## config.mk

```make
export PLATFORM = sky130hd
export DESIGN_NAME = legv8_control_fsm
export DESIGN_NICKNAME = d
export VERILOG_FILES = /design/src/rtl/legv8_control_fsm.sv
export SDC_FILE = /design/constraint.sdc
export NUM_CORES = 1
export LEC_CHECK = 0
export CORE_MARGIN = 5
export CORE_UTILIZATION = 35
export CTS_CLUSTER_SIZE = 30
export DETAILED_ROUTE_END_ITERATION = 10
export GPL_TIMING_DRIVEN = 0
export PLACE_DENSITY = 0.78
export SYNTH_ARGS = -nofsm -noshare
export SYNTH_HDL_FRONTEND = slang
export SYNTH_SLANG_ARGS = --single-unit
```

## constraint.sdc

```tcl
create_clock -name clock -period 7.7 [get_ports clock]
set_clock_uncertainty 0.05 [all_clocks]
set_input_delay 1.925 -clock clock [delete_from_list [all_inputs] [get_ports clock]]
set_output_delay 1.925 -clock clock [all_outputs]
set_load 0.01 [all_outputs]
```

## src/rtl/legv8_control_fsm.sv

```systemverilog
// LEGv8 multicycle control unit.
// Each instruction takes two cycles. FETCH latches the ROM word into IR.
// EXECUTE decodes IR into the datapath ControlWord, the constant K, the PC
// select and the status-load enable. An undecoded opcode either parks the
// unit in HALT or executes as a NOP, depending on HALT_ON_ILLEGAL.
// Every output is a combinational function of the state register and IR, so
// an asserted reset forces the all-zero/hold output set at once.
module legv8_control_fsm #(
    parameter bit HALT_ON_ILLEGAL = 1'b1
) (
    input  logic        clock,
    input  logic        reset,
    input  logic [31:0] instruction,
    input  logic [4:0]  status,
    output logic [24:0] ControlWord,
    output logic [63:0] K,
    output logic [1:0]  PS,
    output logic        SL,
    output logic        halted
);

    typedef enum logic [1:0] {
        ST_FETCH   = 2'b00,
        ST_EXECUTE = 2'b01,
        ST_HALT    = 2'b10
    } state_t;

    // ALU function select: {op[2:0], invA, invB_cin}
    localparam logic [4:0] FS_AND = 5'b00000;
    localparam logic [4:0] FS_OR  = 5'b00100;
    localparam logic [4:0] FS_ADD = 5'b01000;
    localparam logic [4:0] FS_SUB = 5'b01001;
    localparam logic [4:0] FS_XOR = 5'b01100;
    localparam logic [4:0] FS_LSL = 5'b10000;
    localparam logic [4:0] FS_LSR = 5'b10100;

    localparam logic [1:0] PS_HOLD = 2'b00;
    localparam logic [1:0] PS_INC  = 2'b01;
    localparam logic [1:0] PS_REL  = 2'b10;
    localparam logic [1:0] PS_BUS  = 2'b11;

    state_t      state_q, state_d;
    logic [31:0] ir_q, ir_d;

    // Decoded EXECUTE-cycle fields
    logic [4:0]  sa_s, sb_s, da_s, fs_s;
    logic        reg_write_s, mem_write_s, bsel_s, en_mem_s, en_alu_s;
    logic [63:0] k_s;
    logic [1:0]  ps_s;
    logic        sl_s;
    logic        illegal_s;

    // Instruction fields
    logic [4:0]  rd_s, rn_s, rm_s;
    logic [63:0] k_cb_s;

    assign rd_s   = ir_q[4:0];
    assign rn_s   = ir_q[9:5];
    assign rm_s   = ir_q[20:16];
    assign k_cb_s = {{43{ir_q[23]}}, ir_q[23:5], 2'b00};

    // B.cond evaluation against the registered flags {V,C,N,Z}; codes without
    // a listed condition are never taken.
    function automatic logic cond_taken(input logic [3:0] cond, input logic [3:0] vcnz);
        logic v, c, n, z;
        logic taken;
        v = vcnz[3];
        c = vcnz[2];
        n = vcnz[1];
        z = vcnz[0];
        case (cond)
            4'h0:    taken = z;
            4'h1:    taken = !z;
            4'h2:    taken = c;
            4'h3:    taken = !c;
            4'hA:    taken = (n == v);
            4'hB:    taken = (n != v);
            4'hC:    taken = !z && (n == v);
            4'hD:    taken = z || (n != v);
            4'hE:    taken = 1'b1;
            default: taken = 1'b0;
        endcase
        return taken;
    endfunction

    // State and instruction register with asynchronous reset
    always_ff @(posedge clock or posedge reset) begin
        if (reset) begin
            state_q <= ST_FETCH;
            ir_q    <= 32'd0;
        end else begin
            state_q <= state_d;
            ir_q    <= ir_d;
        end
    end

    // Next-state logic and IR load
    always_comb begin
        state_d = state_q;
        ir_d    = ir_q;
        case (state_q)
            ST_FETCH: begin
                ir_d    = instruction;
                state_d = ST_EXECUTE;
            end
            ST_EXECUTE: begin
                if (illegal_s && HALT_ON_ILLEGAL) begin
                    state_d = ST_HALT;
                end else begin
                    state_d = ST_FETCH;
                end
            end
            ST_HALT: begin
                state_d = ST_HALT;
            end
            default: begin
                state_d = ST_FETCH;
            end
        endcase
    end

    // Instruction decode of IR into the EXECUTE-cycle control set
    always_comb begin
        sa_s        = 5'd0;
        sb_s        = 5'd0;
        da_s        = 5'd0;
        fs_s        = FS_AND;
        reg_write_s = 1'b0;
        mem_write_s = 1'b0;
        bsel_s      = 1'b0;
        en_mem_s    = 1'b0;
        en_alu_s    = 1'b0;
        k_s         = 64'd0;
        ps_s        = PS_INC;
        sl_s        = 1'b0;
        illegal_s   = 1'b0;
        casez (ir_q[31:21])
            // Register-register ALU ops
            11'b10001011000, 11'b10101011000, 11'b11001011000, 11'b11101011000,
            11'b10001010000, 11'b11101010000, 11'b10101010000, 11'b11001010000: begin
                sa_s        = rn_s;
                sb_s        = rm_s;
                da_s        = rd_s;
                reg_write_s = 1'b1;
                en_alu_s    = 1'b1;
                case (ir_q[31:21])
                    11'b10001011000: fs_s = FS_ADD;
                    11'b10101011000: begin fs_s = FS_ADD; sl_s = 1'b1; end
                    11'b11001011000: fs_s = FS_SUB;
                    11'b11101011000: begin fs_s = FS_SUB; sl_s = 1'b1; end
                    11'b10001010000: fs_s = FS_AND;
                    11'b11101010000: begin fs_s = FS_AND; sl_s = 1'b1; end
                    11'b10101010000: fs_s = FS_OR;
                    default:         fs_s = FS_XOR;
                endcase
            end
            // Immediate ALU ops: 12-bit zero-extended constant on the B side
            11'b1001000100?, 11'b1101000100?, 11'b1001001000?,
            11'b1011001000?, 11'b1101001000?: begin
                sa_s        = rn_s;
                sb_s        = rm_s;
                da_s        = rd_s;
                reg_write_s = 1'b1;
                en_alu_s    = 1'b1;
                bsel_s      = 1'b1;
                k_s         = {52'd0, ir_q[21:10]};
                case (ir_q[31:22])
                    10'b1001000100: fs_s = FS_ADD;
                    10'b1101000100: fs_s = FS_SUB;
                    10'b1001001000: fs_s = FS_AND;
                    10'b1011001000: fs_s = FS_OR;
                    default:        fs_s = FS_XOR;
                endcase
            end
            // Shifts by the 6-bit shamt
            11'b11010011011, 11'b11010011010: begin
                sa_s        = rn_s;
                sb_s        = rm_s;
                da_s        = rd_s;
                reg_write_s = 1'b1;
                en_alu_s    = 1'b1;
                bsel_s      = 1'b1;
                k_s         = {58'd0, ir_q[15:10]};
                if (ir_q[21]) begin
                    fs_s = FS_LSL;
                end else begin
                    fs_s = FS_LSR;
                end
            end
            // LDUR: memory drives the bus, ALU forms the address only
            11'b11111000010: begin
                sa_s        = rn_s;
                da_s        = rd_s;
                k_s         = {{55{ir_q[20]}}, ir_q[20:12]};
                bsel_s      = 1'b1;
                fs_s        = FS_ADD;
                reg_write_s = 1'b1;
                en_mem_s    = 1'b1;
            end
            // STUR: Rt is read through the B port as store data
            11'b11111000000: begin
                sa_s        = rn_s;
                sb_s        = rd_s;
                k_s         = {{55{ir_q[20]}}, ir_q[20:12]};
                bsel_s      = 1'b1;
                fs_s        = FS_ADD;
                mem_write_s = 1'b1;
            end
            // BR: Rn is routed through the ALU (OR with XZR) onto the bus
            11'b11010110000: begin
                sa_s     = rn_s;
                sb_s     = 5'd31;
                fs_s     = FS_OR;
                en_alu_s = 1'b1;
                ps_s     = PS_BUS;
            end
            // CBZ / CBNZ: XZR | Rt produces the live zero flag on status[0]
            11'b10110100???, 11'b10110101???: begin
                sa_s = 5'd31;
                sb_s = rd_s;
                fs_s = FS_OR;
                k_s  = k_cb_s;
                if (status[0] != ir_q[24]) begin
                    ps_s = PS_REL;
                end else begin
                    ps_s = PS_INC;
                end
            end
            // B.cond on the registered flags
            11'b01010100???: begin
                k_s = k_cb_s;
                if (cond_taken(ir_q[3:0], status[4:1])) begin
                    ps_s = PS_REL;
                end else begin
                    ps_s = PS_INC;
                end
            end
            // B: unconditional PC-relative
            11'b000101?????: begin
                k_s  = {{36{ir_q[25]}}, ir_q[25:0], 2'b00};
                ps_s = PS_REL;
            end
            default: begin
                illegal_s = 1'b1;
            end
        endcase
    end

    // Output select: decoded set only in EXECUTE, all-zero/hold otherwise
    always_comb begin
        ControlWord = 25'd0;
        K           = 64'd0;
        PS          = PS_HOLD;
        SL          = 1'b0;
        halted      = 1'b0;
        case (state_q)
            ST_EXECUTE: begin
                ControlWord = {sa_s, sb_s, da_s, reg_write_s, mem_write_s,
                               fs_s, bsel_s, en_mem_s, en_alu_s};
                K           = k_s;
                PS          = ps_s;
                SL          = sl_s;
            end
            ST_HALT: begin
                halted = 1'b1;
            end
            ST_FETCH: begin
                halted = 1'b0;
            end
            default: begin
                halted = 1'b0;
            end
        endcase
    end

endmodule

```

# Word level (Yosys, flattened, before mapping)
# Cells that the tools add are included.
[totals]
input_bits = 39
wordCells = 88
ff_bits = 34
output_inout_bits = 93
[classes]
eq_ne = 35
mux = 27
reduce_logical = 24
[op_table]
columns = ["cell", "count"]
rows = [
  ["64-bit one-hot mux with 5 select lines", 1],
  ["11-bit equality test, second input constant", 13],
  ["64-bit 2-to-1 mux", 1],
  ["10-bit equality test, second input constant", 5],
  ["4-bit one-hot mux with 4 select lines", 2],
  ["16-bit OR reduction", 2],
  ["25-bit 2-to-1 mux", 1],
  ["5-bit one-hot mux with 5 select lines", 1],
  ["22-bit OR reduction", 1],
  ["4-bit equality test, second input constant", 5],
  ["18-bit OR reduction", 1],
  ["8-bit equality test, second input constant", 2],
  ["5-bit one-hot mux with 3 select lines", 1],
  ["15-bit OR reduction", 1],
  ["2-bit OR reduction", 6],
  ["3-bit OR reduction", 4],
  ["1-bit 2-to-1 mux", 10],
  ["5-bit one-hot mux with 2 select lines", 1],
  ["1-bit one-hot mux with 9 select lines", 1],
  ["9-bit OR reduction", 1],
  ["4-bit by 2-bit equality test with 1-bit output, second input constant", 2],
  ["8-bit by 7-bit equality test with 1-bit output, second input constant", 1],
  ["2-bit 2-to-1 mux", 4],
  ["2-bit one-hot mux with 4 select lines", 1],
  ["16 further kinds", 18],
]

# Longest topological paths before layout
[logic_depth]
ltp_word = 7
depth_mapped = 8
depth_no_buf = 5

# Least setup slack after synthesis
# Ideal clock, no wire load.
[synth_timing]
kind = "register -> output"
start = "reg ir_q[24]"
end = "out K[28]"
n_path_buf = 2
arrival_time_ps = 3431
t_required_ps = 5725
setup_slack_ps = 2294
path_stages_with_launch = 8
path_cell_list = "dfrtp_1 > buf_6 > or3_4 > nor4_4 > and2_4 > a21oi_1 > a21oi_1 > buf_4"
[synth_via]
elab_chain_len = 4
word_cells_on_any_way = 18
classes_between = "12 x eq/ne; 2 x mux; 4 x reduce/logical"
[synth_lines]
columns = ["item", "line_no", "source"]
rows = [
  ["start, declared", "43", "logic [31:0] ir_q, ir_d;"],
  ["start signal, assigned", "93", "ir_q <= ir_d;"],
  ["10-bit equality test, or another cell as far along", "137", "casez (ir_q[31:21])"],
  ["5-bit OR reduction, or another cell as far along", "-", ""],
  ["64-bit one-hot mux with 5 select lines (*)", "137", ""],
  ["64-bit 2-to-1 mux (*)", "256", "case (state_q)"],
  ["end, declared", "16", "output logic [63:0] K,"],
]
# Every way passes the cells marked *; elsewhere a longest branch is shown, timed or not.

# Final worst setup path
[layout_timing]
start = "in status[4]"
end = "out PS[1]"
[layout_via]
elab_chain_len = 7
word_cells_on_any_way = 9
classes_between = "2 x eq/ne; 5 x mux; 2 x reduce/logical"
[layout_lines]
columns = ["item", "line_no", "source"]
rows = [
  ["start, declared", "14", "input logic [4:0] status,"],
  ["1-bit != test or 1-bit equality test (tied branches)", "-", ""],
  ["1-bit logical OR or 1-bit logical AND (tied branches)", "79, 78", ""],
  ["1-bit one-hot mux with 9 select lines (*)", "71", "case (cond)"],
  ["1-bit 2-to-1 mux (*)", "137", ""],
  ["2-bit 2-to-1 mux (*)", "232", "if (cond_taken(ir_q[3:0], status[4:1])) begin"],
  ["2-bit one-hot mux with 4 select lines (*)", "137", ""],
  ["2-bit 2-to-1 mux (*)", "256", ""],
  ["end, declared", "17", "output logic [1:0] PS,"],
]
# Every way passes the cells marked *; elsewhere a longest branch is shown, timed or not. The select of a mux whose other input is x is not followed.

==> metrics.txt <==
outcome=completed; CTS H-tree depth=2; Synth top area share=0.297; detailed placement HPWL=7660 um; Clock power frac=0.132; HP Start=ir_q[11]; post_cts resized=0; drt wl/cell=17.1 um; hold path depth=1; top post-synthesis cells by count=38 x buf_4, 34 x dfrtp_1, 33 x nor2_1; Avg Cell Area, Syn=8.80 sq um; Worst-Skew Late Latency=0.29 ns; ANT cells=0; placed cell area=4320 sq um; Internal=0.000592 W; Worst EP arrival=4.02 ns; PwrDens=242 nW/um^2; worst-case clock buffer depth=2; Die Y=101 um; most common cell in the netlist=buf_4; proportion of synthesized flip-flops having asynchronous set or reset=1.00; GP Congestion=0.919; final slew viol count=0; TNS Setup=0 ns; Starting Density=0.355; grt total ovfl=0; initial antenna violation count=0; RSZ-0062 raised after global routing=no; CTS tree=built; Area Overhead vs Synth=53.9%; Final period util=0.779; Post-CTS Setup Inserts=0; Tot GR Track Use=0.185; Crit Path Max Fanout=4; endpoint type of the worst setup path=primary output; Post-Syn Area=2870 sq um; Final nets=503; pin count of the biggest net entering global routing=35; switching share of power=0.447; vias in the first global route=2,890; switching power total=0.000478 W; Comb pwr share=0.500; Worst VDD drop=0.154 mV; Setup crit start kind=input pin; CTS Hold Bufs=0; Reg clk slew, reported paths=0.07 ns; Synth area leaders=dfrtp_1 30%, mux2_2 11%, buf_4 9.9%; peak per-stage delay on the critical path=0.57 ns; worst path cell trace=clkdlybuf4s50_1, xor2_1, or3_1, a211oi_1, o31ai_1, a21oi_1, clkdlybuf4s50_1; Lkg Pwr=1.61 nW; final instance area=4420 sq um; DRT Pass-1 Iters=8; DRC violations left=0; I/O Pins=132; Yosys top cell by area=dfrtp_1; Core ar.=8090 sq um; sequential power share=0.368; final WL=9740 um; Die X=101 um; Primary FF master, synth=dfrtp_1; cell row count=33; Final Worst Setup Slack=1.70 ns; CTS Root Cell=clkbuf_8; sequential-to-total area share from yosys stat=0.297; Worst EP required=5.73 ns; Synth Register Bits=34; TritonCTS Sinks=34; Antenna Violating Nets Remaining=0; layout cell share with drive strength beyond 1=0.226; EDFF count, synth=0; Min-Delay Endpoint=ir_q[11]; worst hold-check path type=register to register; Max Fclk=167 MHz; reg-to-reg endpoint=state_q[1]; Syn Nets=365; Setup CP Type=input pin to primary output; crit path time final=6.00 ns; DR vias=3,014; Syn Inst Count=326; Reg2Reg Setup Slack=5.46 ns; MaxCap Viol Count=0; Fin. Hold Viols=0; die area=10,100 sq um; first-pass GRT wire length=15,100 um; Crit-path slowest cell=clkdlybuf4s50_1; Slew headroom=0.442; cell mode on critical path=clkdlybuf4s50_1; Setup Viol. Count Final=0; # port buffers=130; reg2reg path depth=5; Ys Warns=0; CTS buffer count=5; Setup Slack @ Placement=1.72 ns; 1st-iter DRT viols=220; Worst-Margin Slew=0.833 ns; post-synth cell types=58; Reg-to-Reg Start=ir_q[22]; Vias per Instance=5.29
## through the flow
step,util,hold WS [ns],std cells,total power (W)
2_1_floorplan,-,0.468,326,0.000746
3_3_place_gp,0.532,0.522,561,0.000909
3_5_place_dp,0.534,0.533,562,0.000923
4_1_cts,0.546,0.552,570,0.00106
5_1_grt,0.546,0.579,570,0.00114
6_report,0.546,0.557,570,0.00107
## power by group through the flow
stage / logic [W] / registers [W] / clock network [W]
2_1_floorplan: 0.000401 / 0.000345 / 0
3_3_place_gp: 0.000519 / 0.000390 / 0
3_5_place_dp: 0.000530 / 0.000393 / 0
4_1_cts: 0.000531 / 0.000390 / 0.000144
5_1_grt: 0.000582 / 0.000405 / 0.000151
6_report: 0.000534 / 0.000394 / 0.000141
## cells by family after synthesis
group | Yosys count | synth area share
other | 1 | 0.00131
AOI/OAI and AO/OA | 74 | 0.197
muxes | 29 | 0.114
and+or+nand+nor | 117 | 0.232
xor gates and xnor gates | 4 | 0.0122
buffers and inverters | 67 | 0.147
DFF | 34 | 0.297
## per-layer routing
layer  vias to the layer above  track usage  wire [um]
met2                       149        0.307       4700
li1                       1432            -          -
met1                      1409        0.239       4100
met4                         0       0.0560        212
met3                        24       0.0422        732
met5                         -            0          0
## cell usage in the layout, fill, tap and decap left out, types with 4 or more instances in the layout
cell	instances
dfrtp_1	34
a222oi_1	6
buf_2	10
nor2_1	33
nand2_1	26
a221o_1	5
and3_1	5
clkbuf_1	9
a21oi_1	23
and2_1	4
nor2b_1	4
clkdlybuf4s50_1	130
o21ai_0	6
mux2_2	29
nor3_1	5
buf_4	38
inv_1	5
clkbuf_8	6
nand3_1	5
a221oi_1	12
## layout make-up
| class | count | area [sq um] |
|---|---|---|
| Buffer | 61 | 399 |
| Inverter | 6 | 22.5 |
| Sequential cell | 34 | 851 |
| Clock buffer | 6 | 82.6 |
| Tap cell | 105 | 131 |
| Multi-Input combinational cell | 225 | 1600 |
| Timing Repair Buffer | 131 | 1320 |
| Clock inverter | 2 | 12.5 |
| Fill cell | 779 | 3680 |
## state kept, by name, summed over array words and instances (netlist names)
register  count
ir_q         32
state_q       2
## critical path: cells and delay by family
kind	cells	cell delay (ns)
simple gates	1	0.32
buf+inv	2	0.98
compound gates	3	0.59
xor+xnor	1	0.20
## worst max path at each step
stage	start	to	slack, ns	cells after the start
after detailed placement	status[4]	PS[1]	1.72	7
after global placement	ir_q[31]	K[29]	1.29	8
after floorplan	ir_q[24]	K[28]	2.29	7
after global routing	status[4]	PS[1]	1.67	7
after CTS	status[4]	PS[1]	1.70	7
final	status[4]	PS[1]	1.70	7
Power figures use the tool's default switching activity.
